==> config.mk <==
export PLATFORM = sky130hd
export DESIGN_NAME = instruction_fetch_unit
export DESIGN_NICKNAME = d
export VERILOG_FILES = /design/src/rtl/instruction_fetch_unit_pkg.sv /design/src/rtl/instruction_fetch_unit_pc_counter.sv /design/src/rtl/instruction_fetch_unit.sv
export SDC_FILE = /design/constraint.sdc
export NUM_CORES = 1
export LEC_CHECK = 0
export BUFFER_PORTS_ARGS = -buffer_cell sky130_fd_sc_hd__buf_2
export CORE_MARGIN = 3
export CORE_UTILIZATION = 44
export CTS_CLUSTER_SIZE = 12
export DETAILED_ROUTE_END_ITERATION = 16
export PLACE_DENSITY_LB_ADDON = 0.1
export SLEW_MARGIN = 30
export SYNTH_ARGS = -nofsm -noshare
export SYNTH_HDL_FRONTEND = slang
export SYNTH_SLANG_ARGS = --single-unit
==> constraint.sdc <==
create_clock -name clk -period 3.12 [get_ports clk]
set_input_delay 0.312 -clock clk [delete_from_list [all_inputs] [get_ports clk]]
set_output_delay 0.312 -clock clk [all_outputs]
set_load 0.02 [all_outputs]
==> src/rtl/instruction_fetch_unit_pkg.sv <==
// Shared fetch-path definitions: FSM state encodings, instruction width and PC step.
// Reused by the fetch unit, decode and the future branch unit.
package instruction_fetch_unit_pkg;

    localparam int unsigned INSTR_WIDTH = 32;
    localparam int unsigned PC_STEP     = 4;

    typedef enum logic [1:0] {
        ST_IDLE  = 2'd0,
        ST_FETCH = 2'd1,
        ST_HALT  = 2'd2,
        ST_FAULT = 2'd3
    } fetch_state_t;

endpackage

==> src/rtl/instruction_fetch_unit_pc_counter.sv <==
// Program counter for the fetch unit: reset/load/increment with wrap at the end of
// instruction memory, plus a combinational legality check on redirect targets.
module fetch_pc_counter
    import instruction_fetch_unit_pkg::*;
#(
    parameter int unsigned            ADDR_WIDTH = 32,
    parameter logic [ADDR_WIDTH-1:0]  RESET_PC   = '0,
    parameter int unsigned            MEM_BYTES  = 256
) (
    input  logic                  clk,
    input  logic                  reset,
    input  logic                  i_load,
    input  logic [ADDR_WIDTH-1:0] i_target,
    input  logic                  i_incr,
    output logic [ADDR_WIDTH-1:0] o_pc,
    output logic                  o_target_bad
);

    localparam logic [ADDR_WIDTH-1:0] LAST_PC   = ADDR_WIDTH'(MEM_BYTES - PC_STEP);
    localparam logic [ADDR_WIDTH-1:0] MEM_LIMIT = ADDR_WIDTH'(MEM_BYTES);

    logic [ADDR_WIDTH-1:0] r_pc;
    logic [ADDR_WIDTH-1:0] w_next_pc;

    always_comb begin
        w_next_pc = (r_pc == LAST_PC) ? '0 : r_pc + ADDR_WIDTH'(PC_STEP);
    end

    // Out-of-range targets are rejected like misaligned ones so no illegal address is ever presented.
    assign o_target_bad = (i_target[1:0] != 2'b00) || (i_target >= MEM_LIMIT);

    always_ff @(posedge clk or posedge reset) begin
        if (reset) begin
            r_pc <= RESET_PC;
        end else if (i_load) begin
            r_pc <= i_target;
        end else if (i_incr) begin
            r_pc <= w_next_pc;
        end
    end

    assign o_pc = r_pc;

endmodule

==> src/rtl/instruction_fetch_unit.sv <==
// Instruction fetch unit: sequences a combinational instruction memory and hands fetched
// words to decode over valid/ready, with redirect, halt, stall and misaligned-target fault.
module instruction_fetch_unit
    import instruction_fetch_unit_pkg::*;
#(
    parameter int unsigned            ADDR_WIDTH = 32,
    parameter int unsigned            DATA_WIDTH = INSTR_WIDTH,
    parameter logic [ADDR_WIDTH-1:0]  RESET_PC   = '0,
    parameter int unsigned            MEM_BYTES  = 256
) (
    input  logic                  clk,
    input  logic                  reset,
    input  logic                  enable,
    input  logic                  halt_req,
    input  logic                  redirect_valid,
    input  logic [ADDR_WIDTH-1:0] redirect_target,
    output logic [ADDR_WIDTH-1:0] imem_address,
    input  logic [DATA_WIDTH-1:0] imem_data,
    output logic                  instr_valid,
    input  logic                  instr_ready,
    output logic [DATA_WIDTH-1:0] instr_data,
    output logic [ADDR_WIDTH-1:0] instr_pc,
    output logic                  fault,
    output logic [1:0]            state
);

    fetch_state_t          r_state;
    fetch_state_t          w_next_state;
    logic                  r_instr_valid;
    logic [DATA_WIDTH-1:0] r_instr_data;
    logic [ADDR_WIDTH-1:0] r_instr_pc;
    logic                  r_fault;

    logic [ADDR_WIDTH-1:0] w_pc;
    logic                  w_target_bad;
    logic                  w_active;
    logic                  w_redirect;
    logic                  w_redirect_ok;
    logic                  w_redirect_bad;
    logic                  w_slot_free;
    logic                  w_fetch;
    logic                  w_accept;

    assign w_active       = (r_state == ST_IDLE) || (r_state == ST_FETCH);
    assign w_redirect     = redirect_valid && w_active;
    assign w_redirect_ok  = w_redirect && !w_target_bad;
    assign w_redirect_bad = w_redirect && w_target_bad;
    assign w_slot_free    = !r_instr_valid || instr_ready;
    assign w_accept       = r_instr_valid && instr_ready;
    // Redirect and halt both pre-empt a fetch in the same cycle.
    assign w_fetch        = (r_state == ST_FETCH) && enable && !redirect_valid
                            && !halt_req && w_slot_free;

    fetch_pc_counter #(
        .ADDR_WIDTH (ADDR_WIDTH),
        .RESET_PC   (RESET_PC),
        .MEM_BYTES  (MEM_BYTES)
    ) u_pc (
        .clk          (clk),
        .reset        (reset),
        .i_load       (w_redirect_ok),
        .i_target     (redirect_target),
        .i_incr       (w_fetch),
        .o_pc         (w_pc),
        .o_target_bad (w_target_bad)
    );

    always_ff @(posedge clk or posedge reset) begin
        if (reset) begin
            r_state <= ST_IDLE;
        end else begin
            r_state <= w_next_state;
        end
    end

    always_comb begin
        w_next_state = r_state;
        unique case (r_state)
            ST_IDLE, ST_FETCH: begin
                if (w_redirect_bad) begin
                    w_next_state = ST_FAULT;
                end else if (halt_req) begin
                    w_next_state = ST_HALT;
                end else if (enable) begin
                    w_next_state = ST_FETCH;
                end else begin
                    w_next_state = ST_IDLE;
                end
            end
            ST_HALT, ST_FAULT: w_next_state = r_state;
            default:           w_next_state = ST_IDLE;
        endcase
    end

    always_ff @(posedge clk or posedge reset) begin
        if (reset) begin
            r_instr_valid <= 1'b0;
            r_instr_data  <= '0;
            r_instr_pc    <= '0;
            r_fault       <= 1'b0;
        end else begin
            if (w_redirect) begin
                r_instr_valid <= 1'b0;
            end else if (w_fetch) begin
                r_instr_valid <= 1'b1;
                r_instr_data  <= imem_data;
                r_instr_pc    <= w_pc;
            end else if (w_accept) begin
                r_instr_valid <= 1'b0;
            end
            if (w_redirect_bad) begin
                r_fault <= 1'b1;
            end
        end
    end

    assign imem_address = w_pc;
    assign instr_valid  = r_instr_valid;
    assign instr_data   = r_instr_data;
    assign instr_pc     = r_instr_pc;
    assign fault        = r_fault;
    assign state        = r_state;

endmodule

==> flow_metrics.env <==
export IMPL_numCtsBuffers=9
export IMPL_p_leak_uw=0.00309
export IMPL_die_area_mm2=0.0112
export IMPL_synth_largest_area_cell="dfrtp_1"
export IMPL_synthesis_nets=562
export IMPL_cts_root_buf="clkbuf_8"
export IMPL_n_antenna_cell=0
export IMPL_crit_fanout=39
export IMPL_die_h_um=106
export IMPL_timing_slew_headroom_pct=50.9
export IMPL_dp_hpwl_mm=8.42
export IMPL_synth_top_family_by_area="simple AND/OR/NAND/NOR gates"
export IMPL_peakVddDrop_uv=186
export IMPL_ys_ff_latch=100
export IMPL_max_freq_mhz=380
export IMPL_core_mm2=0.00946
export IMPL_start_kind="flip-flop"
export IMPL_synth_fa_ha_area_share_pct=0.284
export IMPL_post_cts_resized=0
export IMPL_ys_top_cells_by_area="dfrtp_1 (57%), nand2_1 (17%), nor4_1 (2.4%)"
export IMPL_drt_wl_total_mm=11.6
export IMPL_synth_xor_area_share_pct=1.59
export IMPL_clock_skew_ns=0.0144
export IMPL_cts_sinks=100
export IMPL_wire_per_inst_um=14.7
export IMPL_status="finished, final reports clean"
export IMPL_ys_seq_area_share_pct=56.9
export IMPL_first_iter_violations=223
export IMPL_drive_gt1_share_pct=30.3
export IMPL_synth_top_area_share_pct=56.9
export IMPL_grt_pass1_vias=3795
export IMPL_fin_crit_sh_pct=84.3
export IMPL_grt_total_usage_pct=21.2
export IMPL_place_ws_ns=0.496
export IMPL_drv_slew=0
export IMPL_finalSetupTns_ns=0
export IMPL_clk_latency_ns=0.36
export IMPL_layout_setup_ws_ns=0.491
export IMPL_nets=726
export IMPL_dp_cells=773
export IMPL_ant_nets=0
export IMPL_grt_max_degree=60
export IMPL_rsz0062_at_grt="false"
export IMPL_clkTransAtPathRegs_ns=0.11
export IMPL_synthToLayoutAreaGrowth_pct=25.8
export IMPL_synth_compound_area_share_pct=6.94
export IMPL_start_util_pct=46.5
export IMPL_drc=0
export IMPL_cts_max_path_buffers=2
export IMPL_p_per_area_mw_per_mm2=398
export IMPL_arrival_ns=2.91
export IMPL_period_needed_ns=2.63
export IMPL_setup_violations=0
export IMPL_critPathRequiredTime_ns=3.40
export IMPL_h_tree_depth=3
export IMPL_synth_area_mm2=0.00440
export IMPL_avgSynthCellArea_um2=8.96
export IMPL_grt_pass1_wl_mm=19.2
export IMPL_io_pins=170
export IMPL_holdCritPathClass="input port to async pin"
export IMPL_hold_viol=0
export IMPL_synth_cell_type_count=41
export IMPL_gp_congestion=0.821
export IMPL_drtPass1Iterations=4
export IMPL_io_buffers=169
export IMPL_viasPerCell=5.03
export IMPL_end_kind="flip-flop"
export IMPL_grt_overflow=0
export IMPL_final_cells=789
export IMPL_antenna_found_initial=0
export IMPL_worst_pin_slew_ns=0.736
export IMPL_post_cts_buffers=0
export IMPL_synth_area_mux_share_pct=0.227
export IMPL_vias=3968
export IMPL_yosysWarnings=0
export IMPL_cap_violations=0
export IMPL_cts_tree="built"
export IMPL_hold_buffers=0
export IMPL_syn_inst=491
export IMPL_die_width_um=106
export IMPL_yosys_area_share_simple_pct=31.1
export IMPL_crit_type="flip-flop to flip-flop"
export IMPL_num_rows=35
-- sequential cells by signal, indices dropped and copies added, names as in the netlist --
signal and cells:
state 2, u_pc.o_pc 32, fault 1, instr_pc 32, instr_valid 1, instr_data 32
-- power breakdown --
| part | switching, uW | total, uW | internal (uW) |
|---|---|---|---|
| registers | 7.38 | 1310 | 1310 |
| clock network | 474 | 779 | 305 |
| logic | 63.8 | 110 | 46.6 |
| total | 545 | 2200 | 1660 |
-- cell families after synthesis --
| logic type | Yosys count |
|---|---|
| and+or+nand+nor | 302 |
| AOI/OAI and AO/OA | 49 |
| muxes | 1 |
| xor gates and xnor gates | 8 |
| adders and majority gates | 1 |
| buffers and inverters | 30 |
| DFF | 100 |
-- layer usage --
layer | global-route usage (%) | routed length, um
met1 | 30.5 | 5380
met5 | 0 | 0
met2 | 33.6 | 5390
met4 | 6.01 | 101
met3 | 3.46 | 708
-- critical path: stages (launching register included) --
cell,delay [ns]
dfrtp_1,0.44
nand4bb_4,0.23
or3_4,0.56
or3_1,0.59
or4_1,0.55
a21oi_1,0.17
-- layout make-up --
class,instances,area [um^2]
Fill cell,906,3920
Sequential cell,100,2500
Multi-Input combinational cell,361,1770
Timing Repair Buffer,175,891
Tap cell,129,161
Clock buffer,10,128
Clock inverter,6,53.8
Inverter,8,32.5
-- synthesized netlist by cell type --
master     instances
or4_4              1
buf_4              1
buf_2              2
nor4_1            17
dfrtp_1          100
o41ai_1            1
and4_1             3
nand2_1          205
o21ai_0           19
nor2_1            17
or3_4              2
and2b_1            1
ha_1               1
and3_1             3
mux2i_1            1
o31ai_1            5
o21a_1             1
o311ai_1           1
nand4_2            1
a2bb2oi_1          2
nand2b_1           5
nor2b_1            1
or2_2              2
nor3b_1            2
xnor2_1            8
clkbuf_1          14
nand4bb_4          1
or4_1              1
a31o_2             1
nor3_1             6
buf_1              3
nand4_1           10
o211ai_1           7
inv_1              8
a41o_1             1
or3_1             10
nand3_1           13
nor4b_1            1
buf_6              2
o22a_1             1
a21oi_1           10
-- path summary, 6_finish.rpt --
check	end	startpoint	cells past startpoint	slack, ns
min in group clk	instr_data[8]$_DFFE_PP0P_	imem_data[8]	3	0.13
max in group asynchronous	instr_data[18]$_DFFE_PP0P_	reset	3	2.26
worst max register to register	u_pc.o_pc[24]$_DFFE_PP0P_	state[1]$_DFFE_PP0N_	5	0.49
worst max-delay path	u_pc.o_pc[24]$_DFFE_PP0P_	state[1]$_DFFE_PP0N_	5	0.49
worst min-delay path	u_pc.o_pc[6]$_DFFE_PP0P_	reset	2	0.08
worst min register to register	instr_pc[25]$_DFFE_PP0P_	instr_pc[25]$_DFFE_PP0P_	2	0.48
-- through the flow --
step                area [um^2]  hold slack [ns]  util [%]  total power, uW
floorplan                  4400            0.412         -             1380
global placement           5360            0.452      56.6             1450
detailed placement         5360            0.457      56.6             1450
CTS                        5540           0.0944      58.6             2230
global route               5540            0.117      58.6             2290
finish                     5540           0.0818      58.6             2200
-- layout by cell type, fill, tap and decap left out, drive strengths merged, types with 6 or more instances in the layout --
master	synthesis	final
a21oi	10	10
buf	8	175
clkbuf	14	10
dfrtp	100	100
inv	8	11
nand2	205	205
nand3	13	13
nand4	11	11
nor2	17	17
nor3	6	6
nor4	17	17
o211ai	7	7
o21ai	19	19
or3	12	12
xnor2	8	8
(Power assumes the default switching activity.)
